<file path="config.mk">
export PLATFORM = sky130hd
export DESIGN_NAME = adc_4ch_tx_serializer
export DESIGN_NICKNAME = d
export VERILOG_FILES = /design/src/rtl/adc_4ch_tx_serializer.sv
export SDC_FILE = /design/constraint.sdc
export NUM_CORES = 1
export LEC_CHECK = 0
export CORE_AREA = 2 2 165 199
export DETAILED_ROUTE_END_ITERATION = 8
export DIE_AREA = 0 0 167 201
export PLACE_DENSITY_LB_ADDON = 0.1
export SLEW_MARGIN = 5
export SYNTH_ARGS = -nofsm -noshare
export SYNTH_HDL_FRONTEND = slang
export SYNTH_SLANG_ARGS = --single-unit
</file>
<file path="constraint.sdc">
create_clock -name CLK_IN -period 3.7 [get_ports CLK_IN]
set_clock_uncertainty 0.05 [all_clocks]
set_input_delay 0.37 -clock CLK_IN [delete_from_list [all_inputs] [get_ports CLK_IN]]
set_output_delay 0.37 -clock CLK_IN [all_outputs]
set_load 0.02 [all_outputs]
</file>
<file path="src/rtl/adc_4ch_tx_serializer.sv">
// Four-channel, two-lane transmit serializer: sample FIFO, frame FSM with a
// training mode, and an MSB-first odd/even lane split with a frame clock.
module adc_4ch_tx_serializer #(
  parameter int                DATA_W     = 16,
  parameter int                LANE_BITS  = 8,
  parameter int                FIFO_DEPTH = 4,
  parameter logic [DATA_W-1:0] TRAIN_PAT  = 16'hA55A
) (
  input  logic              CLK_IN,
  input  logic              IO_RESET,
  input  logic              S_VALID,
  output logic              S_READY,
  input  logic [DATA_W-1:0] CH1_DATA,
  input  logic [DATA_W-1:0] CH2_DATA,
  input  logic [DATA_W-1:0] CH3_DATA,
  input  logic [DATA_W-1:0] CH4_DATA,
  input  logic              TRAIN,
  output logic              CH1_A,
  output logic              CH2_A,
  output logic              CH3_A,
  output logic              CH4_A,
  output logic              CH1_B,
  output logic              CH2_B,
  output logic              CH3_B,
  output logic              CH4_B,
  output logic              FCO,
  output logic              UNDERFLOW
);

  localparam int WORD_W = 4 * DATA_W;
  localparam int PTR_W  = (FIFO_DEPTH > 1) ? $clog2(FIFO_DEPTH) : 1;
  localparam int CNT_W  = $clog2(FIFO_DEPTH + 1);
  localparam int BIT_W  = (LANE_BITS > 1) ? $clog2(LANE_BITS) : 1;
  localparam logic [BIT_W-1:0] LAST_BIT = BIT_W'(LANE_BITS - 1);
  localparam logic [BIT_W-1:0] HALF_BIT = BIT_W'(LANE_BITS / 2);
  localparam logic [PTR_W-1:0] LAST_PTR = PTR_W'(FIFO_DEPTH - 1);
  localparam logic [CNT_W-1:0] DEPTH_C  = CNT_W'(FIFO_DEPTH);

  typedef enum logic [1:0] {ST_IDLE, ST_RUN, ST_TRAIN} state_t;

  state_t            state, state_nxt;
  logic [BIT_W-1:0]  cnt, cnt_nxt;
  logic [WORD_W-1:0] mem [FIFO_DEPTH];
  logic [PTR_W-1:0]  wr_ptr, rd_ptr;
  logic [CNT_W-1:0]  count, count_nxt;
  logic [WORD_W-1:0] load_p0, sh_p0, last_p0;
  logic [3:0]        lane_a, lane_b;
  logic              boundary, push, pop, uflow;

  assign boundary = (cnt == LAST_BIT);
  assign push     = S_VALID && S_READY;
  assign cnt_nxt  = boundary ? '0 : cnt + 1'b1;

  always_comb begin
    state_nxt = state;
    load_p0   = '0;
    pop       = 1'b0;
    uflow     = 1'b0;
    if (boundary) begin
      if (TRAIN) begin
        state_nxt = ST_TRAIN;
        load_p0   = {4{TRAIN_PAT}};
      end else if (count != '0) begin
        state_nxt = ST_RUN;
        pop       = 1'b1;
        load_p0   = mem[rd_ptr];
      end else begin
        unique case (state)
          ST_RUN: begin
            load_p0 = last_p0;
            uflow   = 1'b1;
          end
          default: state_nxt = ST_IDLE;
        endcase
      end
    end
  end

  always_comb begin
    unique case ({push, pop})
      2'b10:   count_nxt = count + 1'b1;
      2'b01:   count_nxt = count - 1'b1;
      default: count_nxt = count;
    endcase
  end

  // Stage p0 -> outputs: control and lane registers, all cleared by reset
  always_ff @(posedge CLK_IN) begin
    if (IO_RESET) begin
      state     <= ST_IDLE;
      cnt       <= LAST_BIT;
      count     <= '0;
      wr_ptr    <= '0;
      rd_ptr    <= '0;
      S_READY   <= 1'b0;
      FCO       <= 1'b0;
      UNDERFLOW <= 1'b0;
      lane_a    <= '0;
      lane_b    <= '0;
    end else begin
      state     <= state_nxt;
      cnt       <= cnt_nxt;
      count     <= count_nxt;
      S_READY   <= (count_nxt < DEPTH_C);
      FCO       <= (cnt_nxt < HALF_BIT);
      UNDERFLOW <= uflow;
      if (push) wr_ptr <= (wr_ptr == LAST_PTR) ? '0 : wr_ptr + 1'b1;
      if (pop)  rd_ptr <= (rd_ptr == LAST_PTR) ? '0 : rd_ptr + 1'b1;
      for (int c = 0; c < 4; c++) begin
        lane_a[c] <= boundary ? load_p0[c*DATA_W + DATA_W-1] : sh_p0[c*DATA_W + DATA_W-1];
        lane_b[c] <= boundary ? load_p0[c*DATA_W + DATA_W-2] : sh_p0[c*DATA_W + DATA_W-2];
      end
    end
  end

  // Data path: FIFO storage and shifter; the boundary load makes reset unnecessary
  always_ff @(posedge CLK_IN) begin
    if (push) mem[wr_ptr] <= {CH4_DATA, CH3_DATA, CH2_DATA, CH1_DATA};
    if (pop)  last_p0 <= load_p0;
    sh_p0 <= boundary ? (load_p0 << 2) : (sh_p0 << 2);
  end

  assign CH1_A = lane_a[0];
  assign CH2_A = lane_a[1];
  assign CH3_A = lane_a[2];
  assign CH4_A = lane_a[3];
  assign CH1_B = lane_b[0];
  assign CH2_B = lane_b[1];
  assign CH3_B = lane_b[2];
  assign CH4_B = lane_b[3];

endmodule
</file>
==> results.cfg, run 1 <==
[yosys]
syn_area_mm2 = 0.0156
syn_area_per_cell_um2 = 16.8
yosys_warnings = 0
yosys.area.top_type = edfxtp_1
synth-main-ff-cell = edfxtp_1
ys_ff_latch = 407
synth_area_leaders = edfxtp_1 62%, dfxtp_1 11%, mux4_2 9.2%
synthArstFlopShare_pct = 0
syn-instance-count = 930
synth_edf_count = 320
synth.top_cell.area_share_pct = 61.6
synthDistinctLibCells = 46
yosysSeqAreaShare_pct = 72.8
syn_nets = 1007

[clock_network]
clock_latency_ps = 540
htreeDepth = 2
root_buffer = clkbuf_16
cts_resized = 0
cts_setup_buffers = 0
clk_pin_slew_ps = 60
cts_max_path_buffers = 3
ctsHoldBuffers = 0
clock_sinks = 407
tritoncts = built
cts_made_buffers = 41

[placed_design]
hpwl_um = 18100
place.gp.congestion = 0.715
numPortBuffers = 78
placed_cells = 1374

[critical_path]
cp.arrival_ps = 2640
worst_path_largest_cell_delay_ps = 620
worst-path-stages = 4
r2r_start = state[1]
endpoint_kind = register
r2r_setup_slack_ps = 1380
critPathCapture = lane_a[2]
crit_slowest_cell = dfxtp_1
startpoint = state[1]
reg2reg_to = lane_a[2]
crit_required_ps = 4030
critPathKind = register to register
cp-start-kind = register
critPathMaxFanout = 31
worst-path-buf-inv = 1
path_cells = and2b_1 -> buf_4 -> a21oi_2 -> a2111oi_1
critPathTopFamily = compound AO/OA/AOI/OAI gates
reg2reg_depth = 4

[layout]
layout-drive-gt1-share_pct = 17.8
final_cells = 1450
nFillCells = 2504
layout_common_cells = 320 x edfxtp_1, 85 x dfxtp_1, 77 x clkdlybuf4s50_1
multiInputGateArea_mm2 = 0.00384
syn2layout_area_growth_pct = 16.4
seq_area_mm2 = 0.0114
final_nets = 1087
layout_commonest_cell = edfxtp_1
diodes = 0

[pwr]
powerDensity_mw_per_mm2 = 624
leakagePower_uw = 0.00589
ir_worst_vdd_v = 0.000477

[routing]
wl_um = 32700
drtIter0Drc = 675
wire_per_inst_um = 22.6
first_pass_iters = 7
drtAntennaViolNets = 0
viasPerCell = 5.77
drcViolationCount = 0
dr_total_vias = 8372

[floorplanning]
fp-row-count = 72
core_area_mm2 = 0.0318
initial_utilization_pct = 49.0
die-area_mm2 = 0.0336
ios = 79
die_width_um = 167
die_y_um = 201

[timing]
drv_slew = 0
hold_violations = 0
fin_tns_setup_ps = 0
worst_pin_slew_ps = 988
post-route-min-period_ps = 2320
finalCritPeriodShare_pct = 62.6
fmax_ghz = 0.432
setup_viol = 0
slew_headroom_pct = 34.1
rsz0062_at_grt = no

[job]
max_cap_violations = 0

[global_route]
antenna_found_initial = 0
grt_pass1_vias = 8570
overflow = 0
grt_first_pass_wirelength_um = 50600
gr-usage-all-layers_pct = 19.7
grt_max_degree = 65

[min_path]
hold_class = input port to register

[run_status]
status = completed
-- worst min path at each step --
stage	start	end	slack [ps]	cells past startpoint
2_1_floorplan	sh_p0[8]	sh_p0[10]	360	1
3_3_place_gp	sh_p0[40]	sh_p0[42]	360	1
3_5_place_dp	sh_p0[6]	sh_p0[8]	370	1
4_1_cts	TRAIN	state[0]	260	4
5_1_grt	TRAIN	state[0]	310	4
6_report	TRAIN	state[0]	290	4
-- per-layer routing --
layer	global-route usage (%)	wire (um)	up-vias
met2	32.7	16200	207
met1	27.1	14300	4260
met5	0	0	-
li1	-	-	3852
met4	5.48	646	0
met3	3.25	1480	53
-- tightest hold or removal path: cells and delay by family --
family / cells / cell delay (ps)
simple gates: 1 / 120
compound gates: 1 / 100
buf+inv: 2 / 220
-- cell type report --
type | instances | share of cell area, %
Clock inverter | 17 | 1.07
Tap cell | 407 | 2.81
Multi-Input combinational cell | 449 | 21.2
Inverter | 6 | 0.124
Timing Repair Buffer | 105 | 5.94
Sequential cell | 407 | 62.6
Clock buffer | 59 | 6.32
-- stage by stage --
step | hold WS [ps] | worst slack [ps] | utilization, % | area [um^2] | power [uW]
after floorplan | 358 | 79.4 | - | 15600 | 6710
after global placement | 364 | 1310 | 52.8 | 16800 | 7300
after detailed placement | 366 | 1290 | 52.8 | 16800 | 7310
after CTS | 261 | 1340 | 57.1 | 18100 | 11400
after global routing | 311 | 1250 | 57.1 | 18100 | 11800
final | 286 | 1380 | 57.1 | 18100 | 11300
-- cell usage after synthesis (4+ instances only) --
master / instances
a31oi_1: 28
nor3_2: 14
clkbuf_1: 26
o21ai_1: 27
nand2_1: 7
edfxtp_1: 320
nand4_1: 5
ha_1: 8
buf_2: 23
nor3_1: 28
buf_6: 12
and3_1: 4
a21oi_1: 42
mux4_2: 64
nor2_1: 65
and3b_1: 27
nand3_1: 62
inv_1: 6
nand3_2: 4
dfxtp_1: 87
nor4_1: 4
o2bb2ai_1: 27
-- report_power, final --
group	switching, uW	internal, uW	leakage, uW	total (uW)
Clock	1680	2440	0.000647	4130
Sequential	214	5460	0.00365	5680
Combinational	918	601	0.00160	1520
Total	2820	8510	0.00589	11300
-- logic make-up after synthesis --
group                      Yosys count  share of synthesized area, %
DFF                                407                          72.8
and+or+nand+nor                    229                          8.32
AOI/OAI and AO/OA                  142                          5.84
buffers and inverters               74                          2.70
muxes                               67                          9.44
adders and majority gates            9                         0.771
xor gates and xnor gates             2                         0.112
-- flip-flops by register name, summed over array words and instances (netlist names), named ones only --
| register | cells |
|---|---|
| lane_b | 4 |
| FCO | 1 |
| S_READY | 1 |
| lane_a | 4 |
| state | 2 |
| last_p0 | 64 |
| count | 2 |
| wr_ptr | 2 |
| sh_p0 | 62 |
| rd_ptr | 2 |
| cnt | 3 |
| UNDERFLOW | 1 |
| mem | 256 |
Note: power is estimated with default switching activity, not from simulation.
==> inputs of run 2 (changes only) <==
Clock period 3.7 ns to 2.3 ns, I/O delays scaled along.
==> results.cfg, run 2 (synthesis results as in run 1) <==
[floorplanning]
ios = 79
die_width_um = 167
die_y_um = 201
core_area_mm2 = 0.0318
fp-row-count = 72
die-area_mm2 = 0.0336
initial_utilization_pct = 49.0

[critical_path]
cp.arrival_ps = 2540
crit_required_ps = 2680
endpoint_kind = register
cp-start-kind = register
reg2reg_depth = 8
critPathKind = register to register
critPathMaxFanout = 2

[routing]
drtIter0Drc = 613
dr_total_vias = 8377
wl_um = 31000
viasPerCell = 5.74
drcViolationCount = 0
drtAntennaViolNets = 0
first_pass_iters = 5
wire_per_inst_um = 21.2

[timing]
worst_pin_slew_ps = 933
hold_violations = 0
drv_slew = 0
finalCritPeriodShare_pct = 93.9
whs_ps = 151
setup_viol = 0
fmax_ghz = 0.463
post-route-min-period_ps = 2160
rsz0062_at_grt = no
fin_tns_setup_ps = 0
slew_headroom_pct = 37.8

[clock_network]
cts_made_buffers = 40
cts_resized = 0
htreeDepth = 2
ctsHoldBuffers = 0
clock_sinks = 407
root_buffer = clkbuf_16
clock_latency_ps = 530
tritoncts = built
clk_pin_slew_ps = 60
cts_max_path_buffers = 3
cts_setup_buffers = 0

[layout]
multiInputGateArea_mm2 = 0.00387
nFillCells = 2479
regMostFlops = mem
utilization_pct = 57.7
layout_commonest_cell = edfxtp_1
reg_top3 = mem x256, last_p0 x64, sh_p0 x62
finalInstanceArea_mm2 = 0.0183
seq_area_mm2 = 0.0114
diodes = 0
layout-drive-gt1-share_pct = 19.1
largest_reg_flops = 256
layout_common_cells = 320 x edfxtp_1, 84 x dfxtp_1, 77 x clkdlybuf4s50_1
final_nets = 1100
syn2layout_area_growth_pct = 17.7

[placed_design]
place_area_mm2 = 0.0171
place.gp.congestion = 0.783
numPortBuffers = 78
hpwl_um = 18100

[pwr]
ir_worst_vdd_v = 0.000571
powerDensity_mw_per_mm2 = 983
leakagePower_uw = 0.00596

[global_route]
overflow = 0
grt_max_degree = 75
grt_pass1_vias = 8377
gr-usage-all-layers_pct = 18.8
antenna_found_initial = 0
grt_first_pass_wirelength_um = 49000

[min_path]
holdPathStages = 4
hold_class = input port to register

[job]
max_cap_violations = 0

[run_status]
status = completed
==> run 2: area by class of cell <==
cell class                 instances  area share [%]
sequential                       407            61.9
multi-input combinational        449            21.1
timing repair buffer             119            7.07
clock buffer                      61            6.28
tap                              407            2.78
clock inverter                    11           0.703
inverter                           6           0.143
==> run 2: report_power, final <==
part | total [uW] | leakage [uW] | switching, uW | internal, uW
clock | 6370 | 0.000629 | 2580 | 3790
sequential | 9090 | 0.00365 | 304 | 8790
combinational | 2560 | 0.00168 | 1500 | 1060
total | 18000 | 0.00596 | 4390 | 13600
==> run 2: worst max-delay path, cell delays in order (launching register included) <==
cell and delay [ps]:
dfxtp_4 340, or3_4 390, nand3_4 110, clkinvlp_4 110, ha_4 180, fa_2 340, xnor2_1 150, o21a_1 190
o21ba_2 200
==> run 2: final timing paths <==
path	slack [ps]	start	end
max	140	count[0]	register
min	150	TRAIN	state[0]
max reg2reg	140	count[0]	register
min reg2reg	380	sh_p0[56]	sh_p0[58]
==> run 2: layer usage <==
| layer | vias up | GRT usage (%) | wire length, um |
|---|---|---|---|
| met1 | 4301 | 26.9 | 14000 |
| met2 | 163 | 30.5 | 15200 |
| met4 | 0 | 5.11 | 518 |
| met5 | - | 0 | 0 |
| li1 | 3877 | - | - |
| met3 | 36 | 2.78 | 1210 |
==> run 2: per-stage QoR <==
step                      setup WS [ps]  total power [uW]  instances
after floorplan                   -1100             10800        930
after global placement              186             11800       1388
after detailed placement            160             11900       1388
after CTS                           142             18300       1460
after global routing               66.9             18800       1460
final                               141             18000       1460
